**src/rtl/pipe_stage_reg.sv**
```systemverilog
// Inter-stage pipeline register with stall hold, bubble insertion, exception/ERET
// redirect, optional Tnew countdown and a saturating bubble counter.
module pipe_stage_reg #(
    parameter int          PAYLOAD_W  = 128,
    parameter int          TNEW_W     = 2,
    parameter bit          DEC_TNEW   = 1'b1,
    parameter logic [31:0] RESET_PC   = 32'h0000_3000,
    parameter logic [31:0] HANDLER_PC = 32'h0000_4180,
    parameter int          CNT_W      = 16
) (
    input  logic                 clk,
    input  logic                 reset,
    input  logic                 req,
    input  logic                 eret,
    input  logic [31:0]          epc,
    input  logic                 stall,
    input  logic                 bubble,
    input  logic                 in_valid,
    input  logic [31:0]          in_pc,
    input  logic                 in_bd,
    input  logic [4:0]           in_exccode,
    input  logic [TNEW_W-1:0]    in_tnew,
    input  logic [PAYLOAD_W-1:0] in_payload,
    output logic                 out_valid,
    output logic [31:0]          out_pc,
    output logic                 out_bd,
    output logic [4:0]           out_exccode,
    output logic [TNEW_W-1:0]    out_tnew,
    output logic [PAYLOAD_W-1:0] out_payload,
    output logic [CNT_W-1:0]     bubble_cnt
);

    logic                 valid_q,   valid_d;
    logic [31:0]          pc_q,      pc_d;
    logic                 bd_q,      bd_d;
    logic [4:0]           exccode_q, exccode_d;
    logic [TNEW_W-1:0]    tnew_q,    tnew_d;
    logic [PAYLOAD_W-1:0] payload_q, payload_d;
    logic [CNT_W-1:0]     cnt_q,     cnt_d;

    logic [TNEW_W-1:0]    tnew_load;

    // Tnew counts down toward zero but never wraps past it.
    assign tnew_load = (DEC_TNEW && (in_tnew != '0)) ? in_tnew - TNEW_W'(1) : in_tnew;

    always_comb begin
        valid_d   = valid_q;
        pc_d      = pc_q;
        bd_d      = bd_q;
        exccode_d = exccode_q;
        tnew_d    = tnew_q;
        payload_d = payload_q;
        cnt_d     = cnt_q;
        if (req || eret) begin
            // Redirects override stall; exccode cleared so the flushed slot stays silent.
            pc_d      = req ? HANDLER_PC : epc;
            valid_d   = 1'b0;
            bd_d      = 1'b0;
            exccode_d = '0;
            tnew_d    = '0;
            payload_d = '0;
        end else if (stall) begin
            // Hold everything, including the Tnew countdown.
        end else if (bubble) begin
            // PC and BD survive so a later exception still reports a correct EPC/BD.
            pc_d      = in_pc;
            bd_d      = in_bd;
            valid_d   = 1'b0;
            exccode_d = '0;
            tnew_d    = '0;
            payload_d = '0;
            if (cnt_q != '1) begin
                cnt_d = cnt_q + CNT_W'(1);
            end
        end else begin
            valid_d   = in_valid;
            pc_d      = in_pc;
            bd_d      = in_bd;
            exccode_d = in_exccode;
            tnew_d    = tnew_load;
            payload_d = in_payload;
        end
    end

    always_ff @(posedge clk) begin
        if (reset) begin
            valid_q   <= 1'b0;
            pc_q      <= RESET_PC;
            bd_q      <= 1'b0;
            exccode_q <= '0;
            tnew_q    <= '0;
            payload_q <= '0;
            cnt_q     <= '0;
        end else begin
            valid_q   <= valid_d;
            pc_q      <= pc_d;
            bd_q      <= bd_d;
            exccode_q <= exccode_d;
            tnew_q    <= tnew_d;
            payload_q <= payload_d;
            cnt_q     <= cnt_d;
        end
    end

    assign out_valid   = valid_q;
    assign out_pc      = pc_q;
    assign out_bd      = bd_q;
    assign out_exccode = exccode_q;
    assign out_tnew    = tnew_q;
    assign out_payload = payload_q;
    assign bubble_cnt  = cnt_q;

endmodule

```
**config.mk**
```make
export PLATFORM = sky130hd
export DESIGN_NAME = pipe_stage_reg
export DESIGN_NICKNAME = d
export VERILOG_FILES = /design/src/rtl/pipe_stage_reg.sv
export SDC_FILE = /design/constraint.sdc
export NUM_CORES = 1
export LEC_CHECK = 0
export CAP_MARGIN = 30
export CORE_AREA = 4 4 151 153
export DETAILED_ROUTE_END_ITERATION = 10
export DIE_AREA = 0 0 155 157
export PLACE_DENSITY = 0.76
export SETUP_SLACK_MARGIN = 0.15
export SLEW_MARGIN = 20
export SYNTH_ARGS = -nofsm -noshare
export SYNTH_HDL_FRONTEND = slang
export SYNTH_SLANG_ARGS = --single-unit
```
**constraint.sdc**
```tcl
create_clock -name clk -period 1.65 [get_ports clk]
set_input_delay 0.33 -clock clk [delete_from_list [all_inputs] [get_ports clk]]
set_output_delay 0.33 -clock clk [all_outputs]
set_load 0.005 [all_outputs]
```
# Word-level counts from Yosys, hierarchy flattened
# Cells that the tools add are included.
dict set report op_classes {
  n_addsub 2
  n_eq_ne 2
  mux 8
  bitwise_logic 2
  n_reduce_logical 4
}
# op n
set ops {}
lappend ops {{128-bit 2-to-1 mux} 1}
lappend ops {{32-bit 2-to-1 mux} 3}
lappend ops {{16-bit by 1-bit adder with 16-bit output (second input constant)} 1}
lappend ops {{16-bit != test (second input constant)} 1}
lappend ops {{5-bit 2-to-1 mux} 1}
lappend ops {{2-bit 2-to-1 mux} 2}
lappend ops {{4-bit AND reduction} 1}
lappend ops {{2-bit by 1-bit != test with 1-bit output (second input constant)} 1}
lappend ops {{1-bit NOT} 2}
lappend ops {{2-bit nonzero test} 1}
lappend ops {{2-bit OR reduction} 1}
lappend ops {{2-bit by 1-bit subtractor with 2-bit output (second input constant)} 1}
lappend ops {{1-bit logical OR} 1}
lappend ops {{1-bit 2-to-1 mux} 1}
dict set report totals {
  register_bits 185
  output_inout_bits 185
  word_cells 25
}

# Longest topological paths before layout
dict set report logic_depth {
  ltp_word 3
  ltp_mapped 6
  mapped_depth_nobuf 5
}

# Worst setup path after synthesis
# Ideal clock, no wire load.
dict set report synth_path {
  kind {register to register}
  startpoint {reg cnt_q[0] (netlist: bubble_cnt[0])}
  endpoint {reg cnt_q[1] (netlist: bubble_cnt[1])}
  t_arrival_ns 1.677
  path_slack_ns -0.154
  path_stages_with_launch 7
  path_buffers 1
  period_less_slack_ns 1.804
  cell_sequence {dfxtp_1 > ha_1 > nand4_2 > o41ai_2 > buf_2 > mux2i_1 > nor2_1}
}
dict set report synth_between {
  elab_chain_len 2
  elab_cells_between_ends 3
  cone_classes {1 x add/sub; 1 x eq/ne; 1 x reduce/logical}
}
# element line_no
set synth_rtl {}
lappend synth_rtl {{start, declared} 39} ;# logic [CNT_W-1:0] cnt_q, cnt_d;
lappend synth_rtl {{start signal, assigned} 101} ;# cnt_q <= cnt_d;
lappend synth_rtl {{branches (longest 2 deep; another with 16-bit by 1-bit adder with 16-bit output)} -}
# Several ways; the timed one is not identified.
# A chain may end at the register's enable or synchronous reset.

# Worst setup path in the final report
dict set report layout_path {
  startpoint {reg cnt_q[7] (netlist: bubble_cnt[7])}
  endpoint {reg cnt_q[15] (netlist: bubble_cnt[15])}
}
# The elaborated chain is that of the path after synthesis.

==> metrics <==
final setup fails 1; drc violations 0; Setup Crit Path Kind reg2reg; CTS tree done; layout cells sized above 1 0.142; mapped cell area 6750 um2; Req. time, crit path roughly 2.0 ns; via count 6,958; Worst Path Buf+Inv 0; fin. max-slew vios 0; H-tree depth 4; initial DRC count just over 300; Leak between 5 and 6 nW; clock skew roughly 0.014 ns; crit-path max FO 5; Detailed Place HPWL 17,500 um; failing checks setup timing; Async SR Flop Fraction 0; I/O Pins a little under 400; multiplexer area fraction after synthesis 0.0554; Netlist cell types 35; die width 155 um; core outline area between 20,000 and 25,000 um2; run status complete, but fails checks; first-pass GRT wire length 36,000 um; pin count of the biggest net entering global routing 86; Final Instance Area ~12,000 um2; main combinational cell family by area after synthesis compound AO/OA/AOI/OAI gates; final worst slack -0.0481 ns; syn avg cell area 9.26 um2; fin nets about 1,300; Worst Tran Pin Value 0.613 ns; placed instance area 11,300 um2; Final min period ~1.7 ns; Die Y 157 um; cell mode on critical path or4_4; Post-Synth XOR/XNOR Area 0.00130; Most used DFF post-synth dfxtp_1; CP arrival 2.04 ns; first drt pass iteration count 5; starting density of the core 0.313; fmax roughly 590 MHz; compound-cell area share of the yosys netlist 0.202; Post-synth EDFFs 0; Startpoint Class flop; Largest delay share family, worst path simple AND/OR/NAND/NOR gates; GR peak layer met2; worst hold slack 0.347 ns; Clock Sinks 185; full die area 24,300 um2; Adder-Cell Fraction of Synth Area 0.00185; Fill cells between 2,000 and 2,500; CTS max path bufs 2; pre-CTS setup slack -0.443 ns; Clk Tree Root Cell clkbuf_16; Synth Warn # 0; Detail Route Antenna Nets 0; initial antenna violation count 0; GRT overflow 0; headroom to the max-slew limit 0.591; min-delay worst type in2reg; Final Hold Vio Count 0; syn_nets 937; clk slew on worst S/H paths roughly 0.070 ns; Setup crit end kind flop; port bufs between 300 and 400; fin crit share 1.03; slowest CP cell or4_4; post-synthesis sequential area ratio 0.549; P&R area growth vs syn 75.2%; Global Route Usage Sum 0.182; row count 54; pwr dens about 830 nW/um2; CP Cell Sequence nand4_1 > or4_4 > or4_4 > a21oi_2; worst skew pair latency 0.43 ns; Crit path largest cell delay 0.47 ns; FF+latch count, synth about 190; n_diodes 0; met3 usage 0.0473; CTS buffer count 17; via density per instance 4.87; Routed WL per cell 16.8 um; commonest non-fill, non-tap cell in the layout clkdlybuf4s50_1; most frequent cells in the layout 202 x clkdlybuf4s50_1, 194 x nor2_1, 176 x dlygate4sd2_1, 145 x dfxtp_1, 133 x a22oi_1; met1 usage 0.217; VDD IR-drop max 0.000617 V; Syn Inst Count 729; Final GP Congestion 0.826; cts-stage hold buffer count 0; Simple-Gate Fraction of Synth Area 0.152; vias in the first global route 6,758; max cap viols 0; Routed WL around 24,000 um; RSZ-0062 raised after global routing yes; M2 GR Usage 0.316
## per-layer routing
metal,up-vias,routed length [um]
li1,3394,-
met1,3262,9550
met2,263,12000
met3,39,1700
met4,0,658
met5,-,0
## report_power, final
part | switching, mW | internal [mW] | leakage, nW
logic | 0.452 | 0.713 | 3.40
clock network | 2.03 | 2.04 | 0.278
registers | 0.0360 | 4.53 | 1.52
total | 2.51 | 7.29 | 5.20
## final timing paths
| path | startpoint | end | slack (ns) | cells after the start |
|---|---|---|---|---|
| setup / recovery | bubble_cnt[7]$_SDFFE_PP0P_ | bubble_cnt[15]$_SDFFE_PP0P_ | -0.05 | 4 |
| hold / removal | stall | bubble_cnt[12]$_SDFFE_PP0P_ | 0.35 | 5 |
| setup reg to reg | bubble_cnt[7]$_SDFFE_PP0P_ | bubble_cnt[15]$_SDFFE_PP0P_ | -0.05 | 4 |
| hold reg to reg | out_bd$_SDFFE_PP0N_ | out_bd$_SDFFE_PP0N_ | 0.50 | 2 |
## state kept, by name, indices dropped and copies added (netlist names)
name and flops:
out_exccode 5, out_tnew 2, out_valid 1, out_payload 128, bubble_cnt 16, out_bd 1, out_pc 32
## Yosys cell counts, types with 3 or more instances
cell	count	area (um2)
nor2_1	195	732
dfxtp_1	185	3700
a22oi_1	133	998
clkbuf_1	50	188
a21oi_1	46	230
mux2i_1	34	340
o21ai_0	10	50.1
nand2_1	9	33.8
or3_1	9	56.3
buf_2	7	35.0
or4_1	6	45.0
buf_1	5	18.8
o31ai_1	5	37.5
inv_1	4	15.0
nand4_1	4	25.0
mux2_2	3	33.8
nand3_1	3	15.0
## area by class of cell
class,count,area [um2],area share
repair buffers,449,4230,0.357
clock inverters,14,150,0.0127
clock buffers,18,429,0.0363
flip-flops and latches,185,3760,0.318
multi-input cells,478,2900,0.245
inverters,4,15.0,0.00127
well taps,280,350,0.0296
## logic make-up after synthesis
kind of cell,count (synthesis)
AND/OR/NAND/NOR,240
AO/OA/AOI/OAI,199
flip-flops,185
buffers and inverters,66
multiplexers,37
XOR/XNOR,1
adder cells (fa/ha/maj),1
## per-stage QoR
step	std cells	power (mW)	util	TNS (ns)
3_3_place_gp	1389	5.87	0.523	-22.41
3_5_place_dp	1389	5.89	0.523	-25.35
2_1_floorplan	729	5.09	-	0
5_1_grt	1428	10.2	0.549	-0.227
4_1_cts	1426	9.91	0.547	-0.0162
6_report	1428	9.80	0.549	-0.0481
## tightest hold or removal path, delay by kind of cell
| kind | cells | cell delay (ns) |
|---|---|---|
| buf+inv | 1 | 0.08 |
| simple gates | 3 | 0.25 |
| compound gates | 1 | 0.06 |
## timing repair
item	in CTS	in global routing
pin swaps	11	8
cloned	0	0
setup endpoints to repair	201	21
gates resized for setup	255	16
buffers inserted	5	2
No activity file was read; power rests on OpenSTA's default activity.
